<file path="src/rtl/sdram_auto_refresh_pkg.sv">
// Shared SDRAM constants for the refresh engine: command encodings, default
// timing and address width, plus the refresh FSM state type.
package sdram_auto_refresh_pkg;

    // {Cs_n, Ras_n, Cas_n, We_n}
    localparam logic [3:0] CMD_NOP       = 4'b0111;
    localparam logic [3:0] CMD_PRECHARGE = 4'b0010;
    localparam logic [3:0] CMD_AREF      = 4'b0001;

    localparam int ASIZE_DEF      = 13;
    localparam int TRP_DEF        = 2;
    localparam int TRFC_DEF       = 7;
    localparam int REF_PERIOD_DEF = 780;
    localparam int AREF_NUM_DEF   = 2;

    typedef enum logic [2:0] {
        ST_IDLE,
        ST_PRECH,
        ST_WAIT_RP,
        ST_AREF,
        ST_WAIT_RFC,
        ST_DONE
    } ref_state_e;

    // Width able to hold 0..n-1, never narrower than one bit.
    function automatic int cnt_width(input int n);
        return (n < 2) ? 1 : $clog2(n);
    endfunction

endpackage

</file>
<file path="src/rtl/sdram_auto_refresh.sv">
// Periodic auto-refresh engine: interval timer, arbiter request/grant, and a
// PRECHARGE-all + AUTO REFRESH burst with tRP/tRFC spacing. Outputs registered.
module sdram_auto_refresh
    import sdram_auto_refresh_pkg::*;
#(
    parameter int REF_PERIOD = REF_PERIOD_DEF,
    parameter int TRP        = TRP_DEF,
    parameter int TRFC       = TRFC_DEF,
    parameter int AREF_NUM   = AREF_NUM_DEF,
    parameter int ASIZE      = ASIZE_DEF
) (
    input  logic             Clk,
    input  logic             Rst_n,
    input  logic             Init_done,
    input  logic             Ref_en,
    output logic             Ref_req,
    output logic             Ref_busy,
    output logic             Ref_end,
    output logic [3:0]       Command,
    output logic [ASIZE-1:0] Saddr,
    output logic [2:0]       Ref_state
);

    localparam int TMR_W = cnt_width(REF_PERIOD);
    localparam int CNT_W = cnt_width((TRP > TRFC) ? TRP : TRFC);
    localparam int AN_W  = cnt_width(AREF_NUM + 1);

    localparam logic [TMR_W-1:0] TMR_LAST   = TMR_W'(REF_PERIOD - 1);
    localparam logic [CNT_W-1:0] RP_LAST    = CNT_W'(TRP - 1);
    localparam logic [CNT_W-1:0] RFC_LAST   = CNT_W'(TRFC - 1);
    localparam logic [AN_W-1:0]  AREF_TOTAL = AN_W'(AREF_NUM);

    ref_state_e       state, state_n;
    logic [TMR_W-1:0] timer, timer_n;
    logic [CNT_W-1:0] cnt, cnt_n;
    logic [AN_W-1:0]  aref_cnt, aref_n;
    logic             pending, pending_n;
    logic             req_n, busy_n, end_n;
    logic [3:0]       cmd_n;
    logic [ASIZE-1:0] saddr_n;
    logic             expiry, grant, expiry_busy;

    assign expiry      = Init_done && (timer == TMR_LAST);
    assign grant       = (state == ST_IDLE) && Ref_req && Ref_en;
    // The DONE cycle is excluded: a request raised there lands right after it.
    assign expiry_busy = ((state != ST_IDLE) && (state != ST_DONE)) || grant;
    assign Ref_state   = state;

    always_comb begin
        state_n = state;
        aref_n  = aref_cnt;
        cnt_n   = '0;
        case (state)
            ST_IDLE:     if (grant) state_n = ST_PRECH;
            ST_PRECH:    state_n = (TRP == 1) ? ST_AREF : ST_WAIT_RP;
            ST_WAIT_RP:  if (cnt == RP_LAST) state_n = ST_AREF;
            ST_AREF: begin
                if (TRFC == 1)
                    state_n = (aref_cnt == AREF_TOTAL) ? ST_DONE : ST_AREF;
                else
                    state_n = ST_WAIT_RFC;
            end
            ST_WAIT_RFC: begin
                if (cnt == RFC_LAST)
                    state_n = (aref_cnt == AREF_TOTAL) ? ST_DONE : ST_AREF;
            end
            ST_DONE:     state_n = ST_IDLE;
            default:     state_n = ST_IDLE;
        endcase

        // cnt tracks cycles since the last command; aref_cnt includes the current AREF.
        if ((state_n == ST_WAIT_RP) || (state_n == ST_WAIT_RFC))
            cnt_n = cnt + 1'b1;
        if (state_n == ST_PRECH)
            aref_n = '0;
        else if (state_n == ST_AREF)
            aref_n = aref_cnt + 1'b1;

        cmd_n   = CMD_NOP;
        saddr_n = '0;
        case (state_n)
            ST_PRECH: begin
                cmd_n       = CMD_PRECHARGE;
                saddr_n[10] = 1'b1;
            end
            ST_AREF:  cmd_n = CMD_AREF;
            default:  cmd_n = CMD_NOP;
        endcase
        busy_n = (state_n != ST_IDLE);
        end_n  = (state_n == ST_DONE);
    end

    always_comb begin
        timer_n   = '0;
        req_n     = Ref_req;
        pending_n = pending;
        if (Init_done)
            timer_n = (timer == TMR_LAST) ? '0 : timer + 1'b1;
        if (grant)
            req_n = 1'b0;
        if (expiry) begin
            if (expiry_busy)
                pending_n = 1'b1;
            else
                req_n = 1'b1;
        end
        if (state == ST_DONE) begin
            if (pending)
                req_n = 1'b1;
            pending_n = 1'b0;
        end
        if (!Init_done)
            pending_n = 1'b0;
    end

    always_ff @(posedge Clk) begin
        if (!Rst_n) begin
            state    <= ST_IDLE;
            timer    <= '0;
            cnt      <= '0;
            aref_cnt <= '0;
            pending  <= 1'b0;
            Ref_req  <= 1'b0;
            Ref_busy <= 1'b0;
            Ref_end  <= 1'b0;
            Command  <= CMD_NOP;
            Saddr    <= '0;
        end else begin
            state    <= state_n;
            timer    <= timer_n;
            cnt      <= cnt_n;
            aref_cnt <= aref_n;
            pending  <= pending_n;
            Ref_req  <= req_n;
            Ref_busy <= busy_n;
            Ref_end  <= end_n;
            Command  <= cmd_n;
            Saddr    <= saddr_n;
        end
    end

endmodule
</file>
<file path="config.mk">
export PLATFORM = sky130hd
export DESIGN_NAME = sdram_auto_refresh
export DESIGN_NICKNAME = d
export VERILOG_FILES = /design/src/rtl/sdram_auto_refresh_pkg.sv /design/src/rtl/sdram_auto_refresh.sv
export SDC_FILE = /design/constraint.sdc
export NUM_CORES = 1
export LEC_CHECK = 0
export ABC_AREA = 1
export CAP_MARGIN = 20
export CORE_UTILIZATION = 50
export CTS_CLUSTER_SIZE = 10
export DETAILED_ROUTE_END_ITERATION = 10
export PLACE_DENSITY_LB_ADDON = 0.08
export SKIP_LAST_GASP = 1
export SYNTH_ARGS = -nofsm -noshare
export SYNTH_HDL_FRONTEND = slang
export SYNTH_SLANG_ARGS = --single-unit
</file>
<file path="constraint.sdc">
create_clock -name Clk -period 1.8 [get_ports Clk]
set_clock_uncertainty 0.15 [all_clocks]
set_input_delay 0.36 -clock Clk [delete_from_list [all_inputs] [get_ports Clk]]
set_output_delay 0.36 -clock Clk [all_outputs]
set_load 0.02 [all_outputs]
</file>
* Yosys cells after proc, flatten, opt, wreduce, memory -nomap -nowiden *
Cells that the tools add are included.

word-level totals
  register bits after elaboration = 39
  bits of input ports = 4
  output and inout bits = 23

operators by class
  add/sub/neg operators = 3
  equal/unequal tests = 15
  muxes and demuxes = 12
  bitwise operators = 2
  reduce and logical (&&, ||, !) cells = 14

operators by type and width
  kind                                                             count
  3-bit == test, second input constant                             5
  3-bit case mux with 5 select lines                               1
  3-bit by 2-bit == test with 1-bit output, second input constant  4
  3-bit two-way mux                                                4
  10-bit by 1-bit adder with 10-bit output, second input constant  1
  10-bit == test, second input constant                            1
  3-bit by 1-bit == test with 1-bit output, second input constant  3
  1-bit two-way mux                                                6
  3-bit case mux with 2 select lines                               1
  3-bit nonzero test                                               2
  3-bit OR reduction                                               2
  1-bit logical AND                                                4
  2-bit AND reduction                                              2
  3-bit by 1-bit adder with 3-bit output, second input constant    1
  3-bit zero test                                                  1
  3-bit inequality test, second input constant                     1
  2-bit by 1-bit adder with 2-bit output, second input constant    1
  2-bit == test, second input constant                             1
  1-bit logical OR                                                 2
  1-bit inverter                                                   2
  2-bit OR reduction                                               1

* Longest topological paths before layout *
  word-level depth = 8
  gate-level depth with buffers = 10

* Worst setup path after synthesis *
Ideal clock, no wire load.

  kind = register to register
  start point = reg cnt[0]
  end point = reg aref_cnt[0]
  data arrival time = 1121 ps
  required time = 1537 ps
  setup slack = 417 ps
  cell stages (with the launch flop) = 11
  period minus slack after synthesis = 1383 ps
  path through = dfxtp_1 -> inv_1 -> ha_1 -> nand2_1 -> inv_1 -> nand3_1 -> nand3_4 -> nand2_4 -> nand2_1 -> nand2_1 -> nor2_1

on the way
  cells in the longest elaborated chain, start to end = 5
  elaborated cells between the ends (all ways) = 8
  those cells by class = 4 x eq/ne; 3 x mux; 1 x reduce/logical

ends and longest elaborated chain
  item                                                                              RTL line                                            text
  from (decl)                                                                       sdram_auto_refresh.sv:35                            logic [CNT_W-1:0] cnt, cnt_n;
  from (signal assigned)                                                            sdram_auto_refresh.sv:131                           cnt <= cnt_n;
  3-bit == test / 3-bit by 1-bit == test with 1-bit output (equally long branches)  sdram_auto_refresh.sv:64, sdram_auto_refresh.sv:56
  3-bit two-way mux (on tied branches)                                              sdram_auto_refresh.sv:64, sdram_auto_refresh.sv:56
  3-bit case mux with 5 select lines (*)                                            sdram_auto_refresh.sv:53                            case (state)
  3-bit by 1-bit == test with 1-bit output                                          sdram_auto_refresh.sv:74                            if (state_n == ST_PRECH)
  2-bit OR reduction (no line)                                                      --
  to (signal assigned)                                                              sdram_auto_refresh.sv:132                           aref_cnt <= aref_n;
  to (decl)                                                                         sdram_auto_refresh.sv:36                            logic [AN_W-1:0] aref_cnt, aref_n;

Every way passes the cells marked *; elsewhere a longest branch is shown, timed or not.
A chain may end at the register's enable or synchronous reset.

* Worst setup path in the final report *
  start point = reg timer[0]
  end point = reg timer[5]

on the way
  cells in the longest elaborated chain, start to end = 2
  elaborated cells between the ends (all ways) = 3
  those cells by class = 1 x add/sub; 1 x eq/ne; 1 x reduce/logical

ends and longest elaborated chain
  item                                                                              RTL line                   text
  from (decl)                                                                       sdram_auto_refresh.sv:34   logic [TMR_W-1:0] timer, timer_n;
  from (signal assigned)                                                            sdram_auto_refresh.sv:130  timer <= timer_n;
  branches (longest 2 deep; another with 10-bit by 1-bit adder with 10-bit output)  --

Parallel ways; which one is timed is not known.

==> metrics.txt <==
Final Util=between 60% and 70%; Sinks on Clock Net=26; cell total after placement=about 220; starting density of the core=53.0%; CTS tree=done; RSZ-0062 raised after global routing=no; RePlAce Congestion=0.746; Hold Path Class=reg -> reg; Mean Syn Cell Area=7.59 sq um; fin. max-slew vios=0; initial antenna violation count=0; adder-cell share of the synthesized area=around 4.8%; Yosys Warn Count=0; FMAX=619 MHz; first-pass GRT wire length=3660 um; Final Non-Filler Cells=221; Tcrit/Tclk final=89.7%; share of post-route cells with drive strength above 1=between 10% and 20%; PD cells=roughly 620 nW/um^2; hold_buf cts=0; sequential share of the synthesized area=39.7%; Port Buffers=13; GRT busiest layer=met2; TritonRoute pass-1 iters=4; GR Util met2=roughly 27%; postcts setup bufs=0; Tot Pwr=roughly 920 uW; number of inserted diodes=0; final setup fails=0; GRT Util Overall=between 10% and 20%; mux cell area share after synthesis=0%; wire per inst=approximately 10 um; clock transition at the registers of the reported paths=around 140 ps; clock buffer depth=2; HPWL Detailed=between 1500 and 2000 um; met3 Usage GRT=~2.6%; ANT nets after route=0; Setup WS pre-CTS=107 ps; Die Span X=53.2 um; WP data required=around 1900 ps; Syn Std Cell Area=about 1300 sq um; DRT iter0 DRCs=32; drc violations=0; most frequent cells in the layout=nand2_1, dfxtp_1, inv_1; #FFs+latches synth=26; met1 Usage GRT=about a quarter; largest net degree at the start of global routing=15; Maximum Capacitance Violations=0; vias in the first global route=865; Final WS setup=about 180 ps; nets=201; worst-skew pair later-pin latency=320 ps; cells after synthesis=approximately 170; WS Path Type=reg -> reg; H-tree depth=1; IO Pins=27; Worst VDD drop=0.000385 V; Die Footprint=approximately 2800 sq um; status=finished clean; most common cell after layout, fill and taps aside=nand2_1; simple-gate area share of the yosys netlist=33.7%; startpoint types=flip-flop; setup TNS=0 ps; Vias/cell=approximately 4.6; clk root buf=clkbuf_4; Synth Area in Compound Gates=4.00%; core box area=2480 sq um; WL final=between 2000 and 2500 um; maximum fanout along the worst path=10; endpoints failing hold=0; Area Overhead vs Synth=13.3%; critical path capture point type=flip-flop; Vias=around 1000; total CTS buffers=3; critical path arrival=~1700 ps; row count=18; largest family of logic cells by synthesized area=simple AND/OR/NAND/NOR gates; leakage power=0.724 nW; minimum clock period=roughly 1600 ps; distinct cell type count after synthesis=26; XOR/XNOR Fraction of Synth Area=2.00%; die height=between 50 and 60 um; grt ovf=0
-- what timing repair did --
action | CTS | global route
gates resized for setup | 5 | 5
pin swaps | 0 | 0
setup endpoints to repair | 5 | 5
cloned | 0 | 0
-- cells in the mapped netlist, drive strengths merged --
cell type | count | area (sq um)
or2 | 1 | 6.26
o21ai | 3 | 22.5
a21oi | 6 | 30.0
buf | 14 | 103
nor2 | 28 | 130
nand4 | 4 | 25.0
nor4 | 1 | 6.26
xnor2 | 1 | 8.76
nor3 | 5 | 30.0
dfxtp | 26 | 521
conb | 1 | 3.75
xor2 | 2 | 17.5
inv | 27 | 101
nor3b | 1 | 7.51
nand2 | 34 | 143
ha | 5 | 62.6
nand3 | 14 | 95.1
-- sequential cells by signal, indices dropped and copies added, names as in the netlist --
| signal | flops |
|---|---|
| Command | 3 |
| aref_cnt | 2 |
| Ref_busy | 1 |
| Ref_state | 3 |
| Ref_end | 1 |
| Ref_req | 1 |
| cnt | 3 |
| Saddr | 1 |
| timer | 10 |
| pending | 1 |
-- kinds of logic (layout without fill, tap and decap cells) --
group / after synthesis / count (layout)
AOI/OAI and AO/OA: 9 / 9
DFF: 26 / 26
and+or+nand+nor: 88 / 88
xor gates and xnor gates: 3 / 3
adders and majority gates: 5 / 5
buffers and inverters: 41 / 47
other: 1 / 13
-- through the flow --
stage                     cell area [sq um]  hold slack, ps
after floorplan                        1360             276
after global placement                 1450             297
after detailed placement               1450             300
after CTS                              1480             320
after global routing                   1490             344
final                                  1490             322
-- worst max-delay path, cell delays in order, from the launching register on --
cell	delay, ps
dfxtp_1	440
ha_1	240
nand3_1	110
nor2_1	210
nand2_1	90
nand2_2	190
nor3_1	80
-- per-layer routing --
metal / vias to the layer above / share of wire, %
met2: 20 / 42
met5: - / 0
met1: 457 / 53
met4: 0 / 0.45
li1: 548 / -
met3: 2 / 4.0
-- layout make-up --
class	instances	area [sq um]
inverters	27	101
repair buffers	16	159
multi-input cells	118	633
well taps	30	37.5
flip-flops and latches	26	520
clock buffers	4	36.3
fillers	240	990
-- worst paths after layout --
check,start,to,slack (ps),cells past startpoint
max reg2reg,timer[0],timer[5],180,6
min reg2reg,pending,pending,320,2
max,timer[0],timer[5],180,6
min,pending,pending,320,2
-- power breakdown --
part | switching, mW | total [mW] | internal (mW)
clock network | 0.173 | 0.297 | 0.124
logic | 0.0370 | 0.0467 | 0.00966
registers | 0.00254 | 0.580 | 0.578
Power figures use the tool's default switching activity.
==> patch 1 (same flow settings) <==
Make the reset (`Rst_n`) asynchronous in one clocked block.
--- a/src/rtl/sdram_auto_refresh.sv
+++ b/src/rtl/sdram_auto_refresh.sv
@@ -115,3 +115,3 @@
 
-    always_ff @(posedge Clk) begin
+    always_ff @(posedge Clk or negedge Rst_n) begin
         if (!Rst_n) begin
Formal check against the unedited RTL: same outputs for any inputs over 10 cycles, from zero or initial values and one cycle with Rst_n low; that may be too few to reach the edited logic, so the function may still have changed.
==> patch 1 against the original RTL <==
Routed wire length decreased by 0.27%. Non-clock buffer count stayed put. Core utilization increased by 1.8 points. Die area is 5.9% higher. Setup slack lost 86 ps. Sequential cell count unchanged. First-iteration DRC count fell by 28%. Design area increased by 5.8%. Global-route usage grew 0.14 points. Area after synthesis grew 6.1%.
Power is not compared: it rests on default switching activity, and its combinational part moved more than twofold at a synthesized area within 25%.
==> patch 1: results <==
group,metric,value,unit
setup_path,regToRegStartpoint,"cnt[0]",
setup_path,arrival,1190,ps
global_route,gr-usage-met3,3.333,%
routing,routed_via_density,4.742,
yosys,yosysWarnings,0,
run_status,outcome,"complete, no violations",
hold_path,min_path_type,"in -> async",
clocking,clk_latency,320,ps
yosys,ys_top_cells_by_area,"dfrtp_1 (41%), nand2_1 (8.6%), buf_4 (7.0%)",
yosys,synthAdderAreaFrac,4.492,%
yosys,synth.distinct_cells,28,
yosys,synthArstFlopShare,100.0,%
placement,gp_congestion,0.8105,
global_route,grtUsageMet1,25.48,%
setup_path,worst_r2r_path_depth,10,
yosys,yosysSeqAreaShare,46.99,%
finish,drive_gt1_share,15.64,%
global_route,grt_pass1_vias,863,
routing,vias,991,
finish,sh_seq_area,41.57,%
yosys,synth_common_cells,"nand2_1 (32), dfrtp_1 (23), inv_1 (20), nor2_1 (17), buf_4 (13)",
global_route,grt_max_degree,27,
routing,met3_length,104,µm
timing,fin_crit,1702,ps
finish,inv_count,24,
setup_path,crit_slowest_cell,"dfstp_2",
setup_path,r2r-end,"aref_cnt[0]",
finish,comb.multi_input.count,109,
routing,drt-met1-wl,1092,µm
finish,fin_nets,189,
setup_path,critPathTopFamily,"flip-flops",
setup_path,ff2ff_setup_slack,220,ps
yosys,synth_ff_type,"dfrtp_1",
placement,pre_cts_ws,105.4,ps
yosys,synth_compound_area_share,5.571,%
setup_path,cpPeakStageDelay,550,ps
setup_path,worst-setup-path-type,"reg -> out",
setup_path,crit_path_max_fanout,1,
yosys,synth_cells,160,
clocking,cts_resized,9,
global_route,met2_usage,27.11,%
finish,clkCellAreaFrac,3.339,%
routing,firstDrtPassIters,5,
finish,nFillCells,225,
finish,buffer_area_share,9.141,%
global_route,grt_first_pass_wirelength,3760,µm
global_route,top_usage_layer,"met2",
placement,dpl.hpwl,1706,µm
finish,seq_cells,26,
yosys,synthXorXnorAreaFrac,0.6289,%
routing,drt_iter0_drc,23,
routing,wl,2195,µm
global_route,grt_use_total,18.16,%
patch 1: cell count changes after synthesis, sizes merged, moves of 2 or more:
cell	unedited run	this run
nand3	14	8
dfstp	0	3
o21ai	3	6
nand4	4	2
nand2	34	36
nor2	28	21
nand3b	0	2
inv	27	24
dfxtp	26	0
dfrtp	0	23
xor2	2	0
patch 1: power groups by stage:
| stage | Combinational (µW) | Clock [µW] | Sequential, µW |
|---|---|---|---|
| after floorplan | 596 | 0 | 945 |
| after global placement | 1010 | 0 | 831 |
| after detailed placement | 1020 | 0 | 834 |
| after CTS | 972 | 407 | 819 |
| after global routing | 1070 | 429 | 836 |
| final | 959 | 396 | 818 |
patch 1: metrics by stage:
step | utilization (%) | total power (µW) | cell area [µm²] | hold WS, ps
floorplan | - | 1540 | 1438 | -85.59
global placement | 60.13 | 1842 | 1530 | 303.9
detailed placement | 60.13 | 1856 | 1530 | 319.4
CTS | 61.75 | 2197 | 1572 | 250.0
global route | 61.85 | 2339 | 1574 | 262.2
finish | 61.85 | 2173 | 1574 | 240.9
==> patch 2 (same flow settings) <==
Made on the original files. `ASIZE_DEF`: 13 -> 26.
--- a/src/rtl/sdram_auto_refresh_pkg.sv
+++ b/src/rtl/sdram_auto_refresh_pkg.sv
@@ -9,3 +9,3 @@
 
-    localparam int ASIZE_DEF      = 13;
+    localparam int ASIZE_DEF      = 26;
     localparam int TRP_DEF        = 2;
Interface: changed (resized Saddr); port bits go from 27 to 40. No check against the original RTL was run, so the function may have changed too.
==> patch 2 against the original RTL <==
Sequential cell count did not move. Total power rose by 2.7%. Synthesized cell count grew 7.5%. Die area is 7.1% higher. Design area is 3.5% higher. Fmax up 3.7%. Setup slack better by 57 ps. Area after synthesis up 7.4%. Routed wire length down 1.5%.
==> patch 2: results <==
group,metric,value,unit
setup_path,worst_r2r_path_depth,6,
setup_path,crit_slowest_cell,"dfxtp_1",
setup_path,regToRegStartpoint,"timer[0]",
finish,drive_gt1_share,10.78,%
clocking,cts_setup_buffers,0,
hold_path,hold_path_depth,2,
yosys,synth_ff_type,"dfxtp_1",
timing,hold_slack,319.3,ps
setup_path,arrival,1630,ps
finish,largest_reg_flops,10,
yosys,yosysWarnings,0,
clocking,cts_buffers,3,
placement,dpl.hpwl,1683,µm
global_route,grt_max_degree,15,
routing,drt_iter0_drc,15,
finish,fin_nets,214,
routing,wl,2169,µm
yosys,yosysSeqAreaShare,36.91,%
global_route,grt_use_total,16.29,%
yosys,synthArstFlopShare,0,%
hold_path,whs_endpoint,"pending",
routing,firstDrtPassIters,4,
setup_path,ff2ff_setup_slack,240,ps
routing,routed_via_density,4.534,
yosys,synth_common_cells,"nand2_1 (30), buf_4 (26), dfxtp_1 (26), inv_1 (26), nor2_1 (24)",
power,cellLeakagePower,0.0007675,µW
routing,drc,0,
yosys,ys_top_cells_by_area,"dfxtp_1 (37%), buf_4 (14%), nand2_1 (8.0%)",
clocking,clk_pin_slew_worst_paths,140,ps
global_route,grt_pass1_vias,835,
finish,top_register,"timer",
finish,diodes,0,
hold_path,hp-start,"pending",
setup_path,cpPeakStageDelay,430,ps
run_status,outcome,"complete, no violations",
global_route,grt_first_pass_wirelength,3491,µm
power,max-vdd-ir-drop,576.6,µV
placement,gp_congestion,0.8151,
clocking,root_buffer,"clkbuf_4",
patch 2: cell count changes in the layout (fill, tap and decap cells not counted):
| cell | before | now |
|---|---|---|
| conb_1 | 13 | 26 |
| dlygate4sd2_1 | 5 | 4 |
| dlymetal6s2s_1 | 5 | 6 |
patch 2: what timing repair did:
action                     4_1_cts  5_1_grt
hold endpoints to repair         0        0
resized for setup                4        6
setup endpoints to repair        4        6
patch 2: area by class of cell:
cell class / count / area, µm²
Clock buffer: 4 / 36.28
Fill cell: 244 / 1027
Inverter: 27 / 101.3
Multi-Input combinational cell: 131 / 681.9
Sequential cell: 26 / 520.5
Tap cell: 30 / 37.54
Timing Repair Buffer: 16 / 162.7
patch 2: where the power goes:
part	switching, µW	internal, µW
Clock	175	124
Combinational	60.4	9.68
Sequential	2.32	578
patch 2: stage by stage:
stage	cells	utilization [%]	setup WS (ps)	total power, µW	area (µm²)
after floorplan	211	-	416.7	694.0	1504
final	234	59.99	241.8	948.8	1540
after CTS	234	59.41	15.40	958.0	1525
after global routing	234	59.99	100.3	993.0	1540
after detailed placement	230	58.19	118.2	661.9	1494
after global placement	230	58.19	148.2	662.0	1494
patch 2: layer usage:
metal	vias to the layer above	routed length (µm)	GRT usage (%)
li1	563	-	-
met5	-	0	0
met2	44	884	23.69
met3	4	149	3.825
met1	450	1110	23.08
met4	0	25	6.250
patch 2: tightest hold or removal path: stages (launching register included):
cell and delay (ps):
dfxtp_1 330, inv_1 60, a21oi_1 60
patch 2: logic make-up (layout without fill, tap and decap cells):
logic type,after synthesis,after routing,share of synthesized area [%]
DFF,26,26,36.91
adders and majority gates,5,5,4.437
AOI/OAI and AO/OA,9,9,3.727
xor gates and xnor gates,3,3,1.864
buffers and inverters,54,47,21.38
and+or+nand+nor,88,88,31.41
other,1,26,0.2659
